==> config.mk <==
export PLATFORM = sky130hd
export DESIGN_NAME = pipeline_hazard_ctrl_flat
export DESIGN_NICKNAME = d
export VERILOG_FILES = /design/src/rtl/cpu_types_pkg.sv /design/src/rtl/pipeline_hazard_ctrl_if.sv /design/src/rtl/load_use_detect.sv /design/src/rtl/pipeline_hazard_ctrl.sv /design/src/flat_wrapper.sv
export SDC_FILE = /design/constraint.sdc
export NUM_CORES = 1
export LEC_CHECK = 0
export ABC_AREA = 0
export ABC_CLOCK_PERIOD_IN_PS = 5550
export CAP_MARGIN = 20
export CORE_MARGIN = 2
export CORE_UTILIZATION = 24
export CTS_BUF_LIST = sky130_fd_sc_hd__clkbuf_4
export CTS_CLUSTER_DIAMETER = 50
export DETAILED_ROUTE_END_ITERATION = 8
export PLACE_DENSITY = 0.44
export SLEW_MARGIN = 0
export SYNTH_ARGS = -nofsm -noshare
export SYNTH_HDL_FRONTEND = slang
export SYNTH_HIERARCHICAL = 1
export SYNTH_SLANG_ARGS = --single-unit
export TNS_END_PERCENT = 50
==> constraint.sdc <==
create_clock -name CLK -period 5.55 [get_ports CLK]
set_clock_uncertainty 0.2 [all_clocks]
set_input_delay 1.11 -clock CLK [delete_from_list [all_inputs] [get_ports CLK]]
set_output_delay 1.11 -clock CLK [all_outputs]
set_load 0.02 [all_outputs]
==> src/rtl/cpu_types_pkg.sv <==
// Shared pipeline types: hazard FSM states, register index type and latch-control bundles.
package cpu_types_pkg;

  localparam int unsigned REG_W   = 5;
  localparam int unsigned STATE_W = 3;

  typedef logic [REG_W-1:0] regbits_t;

  typedef enum logic [STATE_W-1:0] {
    RUN    = 3'd0,
    BUBBLE = 3'd1,
    DWAIT  = 3'd2,
    HALT   = 3'd3
  } hazard_state_t;

  typedef struct packed {
    logic pc_en;
    logic ifid_en;
    logic idex_en;
    logic exmem_en;
    logic memwb_en;
    logic ifid_flush;
    logic idex_flush;
    logic exmem_flush;
  } latch_ctrl_t;

  // Canned latch-control patterns, one per pipeline action
  localparam latch_ctrl_t CTRL_FREEZE   = latch_ctrl_t'(8'b00000_000);
  localparam latch_ctrl_t CTRL_ADVANCE  = latch_ctrl_t'(8'b11111_000);
  localparam latch_ctrl_t CTRL_REDIRECT = latch_ctrl_t'(8'b11111_111);
  localparam latch_ctrl_t CTRL_STALL    = latch_ctrl_t'(8'b00111_010);
  localparam latch_ctrl_t CTRL_IMISS    = latch_ctrl_t'(8'b01111_100);
  localparam latch_ctrl_t CTRL_HALTING  = latch_ctrl_t'(8'b00001_000);

endpackage

==> src/rtl/pipeline_hazard_ctrl_if.sv <==
// Handshake and latch-control bundle between the hazard controller and the datapath.
interface pipeline_hazard_ctrl_if;
  import cpu_types_pkg::*;

  logic     ihit;
  logic     dhit;
  logic     dmem_req;
  logic     ex_load;
  regbits_t ex_rw;
  regbits_t id_rs;
  regbits_t id_rt;
  logic     id_uses_rt;
  logic     redirect_mem;
  logic     halt_mem;

  logic     pc_en;
  logic     ifid_en;
  logic     idex_en;
  logic     exmem_en;
  logic     memwb_en;
  logic     ifid_flush;
  logic     idex_flush;
  logic     exmem_flush;
  logic     halted;
  logic     timeout;
  logic [STATE_W-1:0] state_o;

  modport hc (
    input  ihit, dhit, dmem_req, ex_load, ex_rw, id_rs, id_rt, id_uses_rt,
           redirect_mem, halt_mem,
    output pc_en, ifid_en, idex_en, exmem_en, memwb_en,
           ifid_flush, idex_flush, exmem_flush, halted, timeout, state_o
  );

  modport tb (
    output ihit, dhit, dmem_req, ex_load, ex_rw, id_rs, id_rt, id_uses_rt,
           redirect_mem, halt_mem,
    input  pc_en, ifid_en, idex_en, exmem_en, memwb_en,
           ifid_flush, idex_flush, exmem_flush, halted, timeout, state_o
  );

endinterface

==> src/rtl/load_use_detect.sv <==
// Flags a load in EX whose destination is read by the instruction in ID.
module load_use_detect
  import cpu_types_pkg::*;
(
  input  logic     ex_load,
  input  regbits_t ex_rw,
  input  regbits_t id_rs,
  input  regbits_t id_rt,
  input  logic     id_uses_rt,
  output logic     hazard
);

  assign hazard = ex_load && (ex_rw != '0) &&
                  ((ex_rw == id_rs) || (id_uses_rt && (ex_rw == id_rt)));

endmodule

==> src/rtl/pipeline_hazard_ctrl.sv <==
// Stall/flush sequencer: turns cache handshakes, redirects, load-use hazards and halt
// into PC/latch enables and flushes for the 5-stage pipeline.
module pipeline_hazard_ctrl
  import cpu_types_pkg::*;
#(
  parameter int unsigned LU_BUBBLES = 1,
  parameter int unsigned WAIT_MAX   = 255
) (
  input logic              CLK,
  input logic              nRST,
  pipeline_hazard_ctrl_if.hc hc
);

  localparam int unsigned BUB_W  = 3;
  localparam int unsigned WAIT_W = 8;
  localparam logic [BUB_W-1:0]  BUB_LAST = BUB_W'(LU_BUBBLES - 1);
  localparam logic [WAIT_W-1:0] WAIT_LIM = WAIT_W'(WAIT_MAX);

  hazard_state_t     state_q, state_d, run_state;
  logic [BUB_W-1:0]  bub_cnt_q, bub_cnt_d, run_bub;
  logic [WAIT_W-1:0] wait_cnt_q, wait_cnt_d;
  logic              timeout_q, timeout_d;
  logic              hazard, dmem_wait, halted_c;
  latch_ctrl_t       ctrl, run_ctrl;

  load_use_detect u_load_use_detect (
    .ex_load    (hc.ex_load),
    .ex_rw      (hc.ex_rw),
    .id_rs      (hc.id_rs),
    .id_rt      (hc.id_rt),
    .id_uses_rt (hc.id_uses_rt),
    .hazard     (hazard)
  );

  assign dmem_wait = hc.dmem_req && !hc.dhit;

  // Lower-priority rules shared by RUN and the DWAIT release cycle
  always_comb begin
    run_ctrl  = CTRL_ADVANCE;
    run_state = RUN;
    run_bub   = '0;
    if (hc.redirect_mem) begin
      run_ctrl = CTRL_REDIRECT;
    end else if (hazard) begin
      run_ctrl = CTRL_STALL;
      if (LU_BUBBLES > 1) begin
        run_state = BUBBLE;
        run_bub   = BUB_W'(1);
      end
    end else if (!hc.ihit) begin
      run_ctrl = CTRL_IMISS;
    end
  end

  always_comb begin
    ctrl       = CTRL_FREEZE;
    halted_c   = 1'b0;
    state_d    = state_q;
    bub_cnt_d  = bub_cnt_q;
    wait_cnt_d = wait_cnt_q;
    unique case (state_q)
      RUN: begin
        if (hc.halt_mem) begin
          ctrl    = CTRL_HALTING;
          state_d = HALT;
        end else if (dmem_wait) begin
          state_d    = DWAIT;
          wait_cnt_d = WAIT_W'(1);
        end else begin
          ctrl      = run_ctrl;
          state_d   = run_state;
          bub_cnt_d = run_bub;
        end
      end
      BUBBLE: begin
        if (hc.halt_mem) begin
          ctrl    = CTRL_HALTING;
          state_d = HALT;
        end else if (dmem_wait) begin
          state_d    = DWAIT;
          wait_cnt_d = WAIT_W'(1);
          bub_cnt_d  = '0;
        end else if (hc.redirect_mem) begin
          ctrl      = CTRL_REDIRECT;
          state_d   = RUN;
          bub_cnt_d = '0;
        end else begin
          ctrl = CTRL_STALL;
          if (bub_cnt_q == BUB_LAST) begin
            state_d   = RUN;
            bub_cnt_d = '0;
          end else begin
            bub_cnt_d = bub_cnt_q + BUB_W'(1);
          end
        end
      end
      DWAIT: begin
        if (hc.halt_mem) begin
          ctrl    = CTRL_HALTING;
          state_d = HALT;
        end else if (!hc.dhit) begin
          wait_cnt_d = (wait_cnt_q >= WAIT_LIM) ? wait_cnt_q : wait_cnt_q + WAIT_W'(1);
        end else begin
          ctrl       = run_ctrl;
          state_d    = run_state;
          bub_cnt_d  = run_bub;
          wait_cnt_d = '0;
        end
      end
      HALT: begin
        halted_c = 1'b1;
      end
      default: begin
        state_d = RUN;
      end
    endcase
    // wait_cnt only reaches the limit inside a dmem wait, so this is the timeout event
    timeout_d = timeout_q || (wait_cnt_d == WAIT_LIM);
  end

  always_ff @(posedge CLK) begin
    if (!nRST) begin
      state_q    <= RUN;
      bub_cnt_q  <= '0;
      wait_cnt_q <= '0;
      timeout_q  <= 1'b0;
    end else begin
      state_q    <= state_d;
      bub_cnt_q  <= bub_cnt_d;
      wait_cnt_q <= wait_cnt_d;
      timeout_q  <= timeout_d;
    end
  end

  // Everything is held quiet while reset is asserted
  assign hc.pc_en       = nRST && ctrl.pc_en;
  assign hc.ifid_en     = nRST && ctrl.ifid_en;
  assign hc.idex_en     = nRST && ctrl.idex_en;
  assign hc.exmem_en    = nRST && ctrl.exmem_en;
  assign hc.memwb_en    = nRST && ctrl.memwb_en;
  assign hc.ifid_flush  = nRST && ctrl.ifid_flush;
  assign hc.idex_flush  = nRST && ctrl.idex_flush;
  assign hc.exmem_flush = nRST && ctrl.exmem_flush;
  assign hc.halted      = nRST && halted_c;
  assign hc.timeout     = timeout_q;
  assign hc.state_o     = state_q;

endmodule

==> src/flat_wrapper.sv <==
// flat-port wrapper written by rule: the top's interface ports become plain ports
module pipeline_hazard_ctrl_flat import cpu_types_pkg::*;
#(
  parameter int unsigned LU_BUBBLES = 1,
  parameter int unsigned WAIT_MAX   = 255
)
  (CLK, nRST, hc_ihit, hc_dhit, hc_dmem_req, hc_ex_load, hc_ex_rw, hc_id_rs, hc_id_rt, hc_id_uses_rt, hc_redirect_mem, hc_halt_mem, hc_pc_en, hc_ifid_en, hc_idex_en, hc_exmem_en, hc_memwb_en, hc_ifid_flush, hc_idex_flush, hc_exmem_flush, hc_halted, hc_timeout, hc_state_o);
  pipeline_hazard_ctrl_if hc_i ();
  input logic CLK;
  input logic nRST;
  input wire logic [$bits(hc_i.ihit)-1:0] hc_ihit;
  input wire logic [$bits(hc_i.dhit)-1:0] hc_dhit;
  input wire logic [$bits(hc_i.dmem_req)-1:0] hc_dmem_req;
  input wire logic [$bits(hc_i.ex_load)-1:0] hc_ex_load;
  input wire logic [$bits(hc_i.ex_rw)-1:0] hc_ex_rw;
  input wire logic [$bits(hc_i.id_rs)-1:0] hc_id_rs;
  input wire logic [$bits(hc_i.id_rt)-1:0] hc_id_rt;
  input wire logic [$bits(hc_i.id_uses_rt)-1:0] hc_id_uses_rt;
  input wire logic [$bits(hc_i.redirect_mem)-1:0] hc_redirect_mem;
  input wire logic [$bits(hc_i.halt_mem)-1:0] hc_halt_mem;
  output wire logic [$bits(hc_i.pc_en)-1:0] hc_pc_en;
  output wire logic [$bits(hc_i.ifid_en)-1:0] hc_ifid_en;
  output wire logic [$bits(hc_i.idex_en)-1:0] hc_idex_en;
  output wire logic [$bits(hc_i.exmem_en)-1:0] hc_exmem_en;
  output wire logic [$bits(hc_i.memwb_en)-1:0] hc_memwb_en;
  output wire logic [$bits(hc_i.ifid_flush)-1:0] hc_ifid_flush;
  output wire logic [$bits(hc_i.idex_flush)-1:0] hc_idex_flush;
  output wire logic [$bits(hc_i.exmem_flush)-1:0] hc_exmem_flush;
  output wire logic [$bits(hc_i.halted)-1:0] hc_halted;
  output wire logic [$bits(hc_i.timeout)-1:0] hc_timeout;
  output wire logic [$bits(hc_i.state_o)-1:0] hc_state_o;
  assign hc_i.ihit = hc_ihit;
  assign hc_i.dhit = hc_dhit;
  assign hc_i.dmem_req = hc_dmem_req;
  assign hc_i.ex_load = hc_ex_load;
  assign hc_i.ex_rw = hc_ex_rw;
  assign hc_i.id_rs = hc_id_rs;
  assign hc_i.id_rt = hc_id_rt;
  assign hc_i.id_uses_rt = hc_id_uses_rt;
  assign hc_i.redirect_mem = hc_redirect_mem;
  assign hc_i.halt_mem = hc_halt_mem;
  assign hc_pc_en = hc_i.pc_en;
  assign hc_ifid_en = hc_i.ifid_en;
  assign hc_idex_en = hc_i.idex_en;
  assign hc_exmem_en = hc_i.exmem_en;
  assign hc_memwb_en = hc_i.memwb_en;
  assign hc_ifid_flush = hc_i.ifid_flush;
  assign hc_idex_flush = hc_i.idex_flush;
  assign hc_exmem_flush = hc_i.exmem_flush;
  assign hc_halted = hc_i.halted;
  assign hc_timeout = hc_i.timeout;
  assign hc_state_o = hc_i.state_o;
  pipeline_hazard_ctrl #(.LU_BUBBLES(LU_BUBBLES), .WAIT_MAX(WAIT_MAX)) u_core (.CLK(CLK), .nRST(nRST), .hc(hc_i));
endmodule
* After elaboration in Yosys (flattened, before gate mapping)
Cells that the tools add are included.
** Storage, ports and cells
- Logic and storage cells :: 79
- Register bits :: 15
** Cells by class
- Order comparisons :: 1
- Bitwise gates (word level) :: 1
- Eq/ne operators :: 13
- Reductions and logical operators :: 23
- Mux-type cells :: 35
- Add/sub/neg operators :: 2
** Operators by type and width (number)
- 2-to-1 mux 8 bit :: 15
- 2-to-1 mux 3 bit :: 14
- one-hot mux 8 bit (3 select lines) :: 1
- one-hot mux 8 bit (2 select lines) :: 1
- logical AND 1 bit :: 13
- one-hot mux 3 bit (4 select lines) :: 1
- equality test 5 bit :: 2
- != test 2 bit, second input constant :: 5
- one-hot mux 3 bit (3 select lines) :: 1
- adder 8 x 1 -> 8 bit, second input constant :: 1
- equality test 8 bit, second input constant :: 1
- >= comparator 8 bit, second input constant :: 1
- equality test 3 x 2 -> 1 bit, second input constant :: 2
- zero test 3 bit :: 2
- AND reduction 6 bit :: 1
- != test 5 x 3 -> 1 bit, second input constant :: 1
- nonzero test 5 bit :: 1
- adder 3 x 1 -> 3 bit, second input constant :: 1
- equality test 3 x 1 -> 1 bit, second input constant :: 1
- != test 3 bit, second input constant :: 1
- AND reduction 3 bit :: 1
- nonzero test 3 bit :: 1
- logical OR 1 bit :: 2
- 2-to-1 mux 2 bit :: 1
- other kinds (4) :: 4

* Longest topological paths before layout
- Depth after elaboration :: 10
- Mapped depth :: 8
- Mapped depth without buffers :: 8

* Cells and area by module
Netlist, hierarchy kept.
** By module, submodules not included
- pipeline_hazard_ctrl :: sequential area each 280.3 um^2, area an instance 1099.8 um^2, cells an instance 145, times used 1
- load_use_detect :: sequential area each 0.0 um^2, area an instance 132.6 um^2, cells an instance 17, times used 1

* Worst setup path after synthesis
Ideal clock, no wire load.
- Path kind :: input to output
- Start point :: in hc_ex_rw[1]
- End point :: out hc_ifid_flush
- Setup slack :: 1821 ps
- Cell stages on the path :: 6
- Data required time :: 4240 ps
- Arrival :: 2419 ps
- Path through :: or4_1 > o21ai_1 > a21oi_1 > nor3_1 > o21ai_1 > a21oi_1
** Between the ends
- Longest elaborated chain between the ends :: 10
- Elaborated cells between the ends (all ways) :: 15
** RTL lines
- from (decl) :: RTL line flat_wrapper.sv:15 : input wire logic [$bits(hc_i.ex_rw)-1:0] hc_ex_rw;
- equality test 5 bit :: RTL line load_use_detect.sv:14 : ((ex_rw == id_rs) || (id_uses_rt && (ex_rw == id_rt)));
- logical AND 1 bit :: RTL line load_use_detect.sv:14
- logical OR 1 bit :: RTL line load_use_detect.sv:14
- logical AND 1 bit (*) :: RTL line load_use_detect.sv:13 : assign hazard = ex_load && (ex_rw != '0) &&
- via u_core.hazard :: RTL line pipeline_hazard_ctrl.sv:23 : logic hazard, dmem_wait, halted_c;
- 2-to-1 mux 8 bit (*) :: RTL line pipeline_hazard_ctrl.sv:44 : end else if (hazard) begin
- 2-to-1 mux 8 bit (*) :: RTL line pipeline_hazard_ctrl.sv:42 : if (hc.redirect_mem) begin
- 2-to-1 mux 8 bit (on tied branches) :: RTL line pipeline_hazard_ctrl.sv:101, pipeline_hazard_ctrl.sv:66
- 2-to-1 mux 8 bit (on tied branches) :: RTL line pipeline_hazard_ctrl.sv:98, pipeline_hazard_ctrl.sv:63
- one-hot mux 8 bit (3 select lines) (*) :: RTL line pipeline_hazard_ctrl.sv:61 : unique case (state_q)
- logical AND 1 bit (*) :: RTL line pipeline_hazard_ctrl.sv:141 : assign hc.ifid_flush = nRST && ctrl.ifid_flush;
- to (decl) :: RTL line flat_wrapper.sv:26 : output wire logic [$bits(hc_i.ifid_flush)-1:0] hc_ifid_flush;
The timed path passes the listed nets; every way through them passes the cells marked *.

* Worst setup path after layout
Ends and elaborated chain as after synthesis.

==> flow_summary.yaml <==
floorplanning:
  rows: 26
  die_w_um: 75.66
  num_io_pins: 37
  core_um2: 5042
  die_h_um: 75.66
  initial_core_util_pct: 24.44
  dieArea_um2: 5724
yosys:
  ys_warn_count: 6
  syn_avg_cell_area_um2: 7.608
  syn_area_um2: 1232
  ys_ff_latch: 14
  synth_ff_type: "dfxtp_1"
  ys_seq_area_share_pct: 22.74
  synth_nets: 189
  synth-async-reset-ratio_pct: 0
  synthCells: 162
  synth_edf_count: 0
  synth_cell_types: 54
cts:
  clk_pin_slew_ns: 0.09
  cts_tree: "done"
  clockBufferDepth: 2
  clock_tree.root_cell: "clkbuf_4"
  cts_hold_buf: 0
  h-tree-depth: 1
  cts_made_buffers: 3
  cts-resized-gates: 0
  clock-sinks: 14
  clk_latency_ns: 0.28
  post_cts_buffers: 0
power_and_ir_drop:
  total_leakage_power_nw: 0.5518
  p_sw_share_pct: 32.89
  p_sw_uw: 81.17
  power_density_nw_per_um2: 150.6
  clockPowerShare_pct: 25.6
  peakVddDrop_uv: 82.84
  p_int_uw: 165.6
  p_comb_share_pct: 30.9
  seqPwrFrac_pct: 43.5
job:
  maxCapViolations: 0
global_routing:
  grt_antenna_before_repair: 0
  grt_max_degree: 13
  grt_pass1_wl_um: 5561
  grt-ovfl-total: 0
  track_usage_pct: 12.57
  grt_pass1_vias: 1213
sta:
  rsz0062_at_grt: "no"
  worst_slack_ns: 0.8836
  setup_tns_ns: 0
  hold-worst-slack_ns: 0.2794
  fin_crit_sh_pct: 84.08
  finalSetupViolCount: 0
  final_hold_viol_count: 0
  drv_slew: 0
  min_period_ns: 4.666
  fmax_mhz: 214.3
detailed_routing:
  drt-pass1-iter-count: 4
  num_vias: 1282
  viasPerCell: 4.875
  drc: 0
  wirelength_um: 3450
  wire_per_inst_um: 13.12
  ant_nets: 0
  drtIter0Drc: 116
worst_setup_path:
  crit_fanout: 3
  crit_required_ns: 4.24
  crit_path_max_incr_delay_ns: 0.62
  arrival_ns: 3.36
  cp-end-kind: "output port"
  path_class: "in -> out"
  cp-start-kind: "primary input"
  slowest_stage: "clkdlybuf4s50_1"
  path_cells: "clkdlybuf4s50_1 > or4_1 > o21ai_1 > a21oi_1 > nor3_1 > o21ai_1 > a21oi_1 > clkdlybuf4s50_1"
final_layout:
  synthToLayoutAreaGrowth_pct: 32.99
  final_net_count: 221
  diodes: 0
  fillers: 537
  drive_gt1_share_pct: 9.326
  stdcell_count: 263
  post-route-util_pct: 32.51
placement:
  dpl.cell_count: 259
  io_buffers: 35
  post-place-ws_ns: 0.8140
  gp_congestion: 0.8596
  hpwl_um: 2661
status:
  status: "finished clean"
worst_hold_path:
  hp-class: "reg -> reg"
-- synth_stat cells (3+ instances only) --
| master | n | share of area, % |
|---|---|---|
| a21oi_1 | 14 | 5.7 |
| and2_1 | 3 | 1.5 |
| buf_4 | 3 | 1.8 |
| dfxtp_1 | 14 | 23 |
| ha_1 | 3 | 3.0 |
| inv_1 | 11 | 3.4 |
| nand2_1 | 5 | 1.5 |
| nand2b_1 | 5 | 2.5 |
| nand3_1 | 9 | 3.7 |
| nor2_1 | 17 | 5.2 |
| nor2b_1 | 3 | 1.5 |
| nor3_1 | 6 | 2.4 |
| o21a_1 | 3 | 1.8 |
| o21ai_0 | 4 | 1.6 |
| o21ai_1 | 7 | 2.8 |
| xnor2_1 | 3 | 2.1 |
| xor2_1 | 7 | 5.0 |
-- state kept, by name, summed over array words and instances, names as in the netlist --
signal / flops
u_core/bub_cnt_q: 3
u_core/hc.timeout: 1
u_core/wait_cnt_q: 8
u_core/hc.state_o: 2
-- through the flow --
stage | total power, mW | area, um2
2_1_floorplan | 0.1512 | 1232
5_1_grt | 0.2645 | 1639
6_report | 0.2468 | 1639
3_5_place_dp | 0.1861 | 1613
3_3_place_gp | 0.1858 | 1613
4_1_cts | 0.2518 | 1639
-- routing by layer --
metal | track usage, % | vias to the layer above | routed length [um]
met1 | 16.88 | 591 | 1574
met2 | 20.00 | 43 | 1625
met4 | 2.924 | 0 | 74
li1 | - | 642 | -
met5 | 0 | - | 0
met3 | 3.571 | 6 | 175
-- worst max-delay path: cells and delay by family --
kind | cells | cell delay, ns
compound gates | 4 | 0.48
buf+inv | 2 | 1.08
simple gates | 2 | 0.70
-- worst paths after layout --
path	slack, ns	startpoint	end	cells after the start
hold / removal	0.28	u_core/hc.timeout$_SDFF_PN0_	u_core/hc.timeout$_SDFF_PN0_	1
setup reg to reg	3.24	u_core/wait_cnt_q[0]$_SDFF_PN0_	u_core/hc.timeout$_SDFF_PN0_	7
setup / recovery	0.88	hc_ex_rw[1]	hc_ifid_flush	8
hold reg to reg	0.28	u_core/hc.timeout$_SDFF_PN0_	u_core/hc.timeout$_SDFF_PN0_	1
-- power by group through the flow --
stage	clock network, mW	registers [mW]	logic (mW)
after floorplan	0	0.107	0.0438
after global placement	0	0.109	0.0763
after detailed placement	0	0.110	0.0764
after CTS	0.0674	0.107	0.0769
after global routing	0.0737	0.108	0.0829
final	0.0631	0.107	0.0763
-- logic make-up (layout without fill, tap and decap cells) --
kind of cell,count (synthesis),after routing,share of synthesized area (%)
compound gates,46,46,25.48
xor+xnor,10,10,7.107
fa+ha+maj,3,3,3.046
buf+inv,21,52,8.629
flops,14,14,22.74
mux,1,1,0.9136
other cells,1,1,0.3043
simple gates,66,66,31.78
-- cell usage in the layout (no fill, tap or decap), types with 2 or more instances in the layout --
master / n
a211oi_1: 2
a21oi_1: 14
a31oi_1: 2
and2_1: 3
and3_1: 2
and4b_1: 2
clkbuf_4: 3
clkdlybuf4s50_1: 35
dfxtp_1: 14
ha_1: 3
inv_1: 11
inv_2: 2
nand2_1: 5
nand2b_1: 5
nand3_1: 9
nor2_1: 17
nor2b_1: 3
nor3_1: 6
nor4_2: 2
o21a_1: 3
o21ai_0: 4
o21ai_1: 7
xnor2_1: 3
xor2_1: 7
-- cell type report --
| cell class | count | area (um2) | share of cell area [%] |
|---|---|---|---|
| sequential | 14 | 280.3 | 17.10 |
| clock buffer | 3 | 22.52 | 1.374 |
| tap | 70 | 87.58 | 5.344 |
| timing repair buffer | 35 | 350.3 | 21.37 |
| inverter | 13 | 48.80 | 2.977 |
| multi-input combinational | 127 | 845.8 | 51.60 |
| clock inverter | 1 | 3.754 | 0.2290 |
Note: power is estimated with default switching activity, not from simulation.
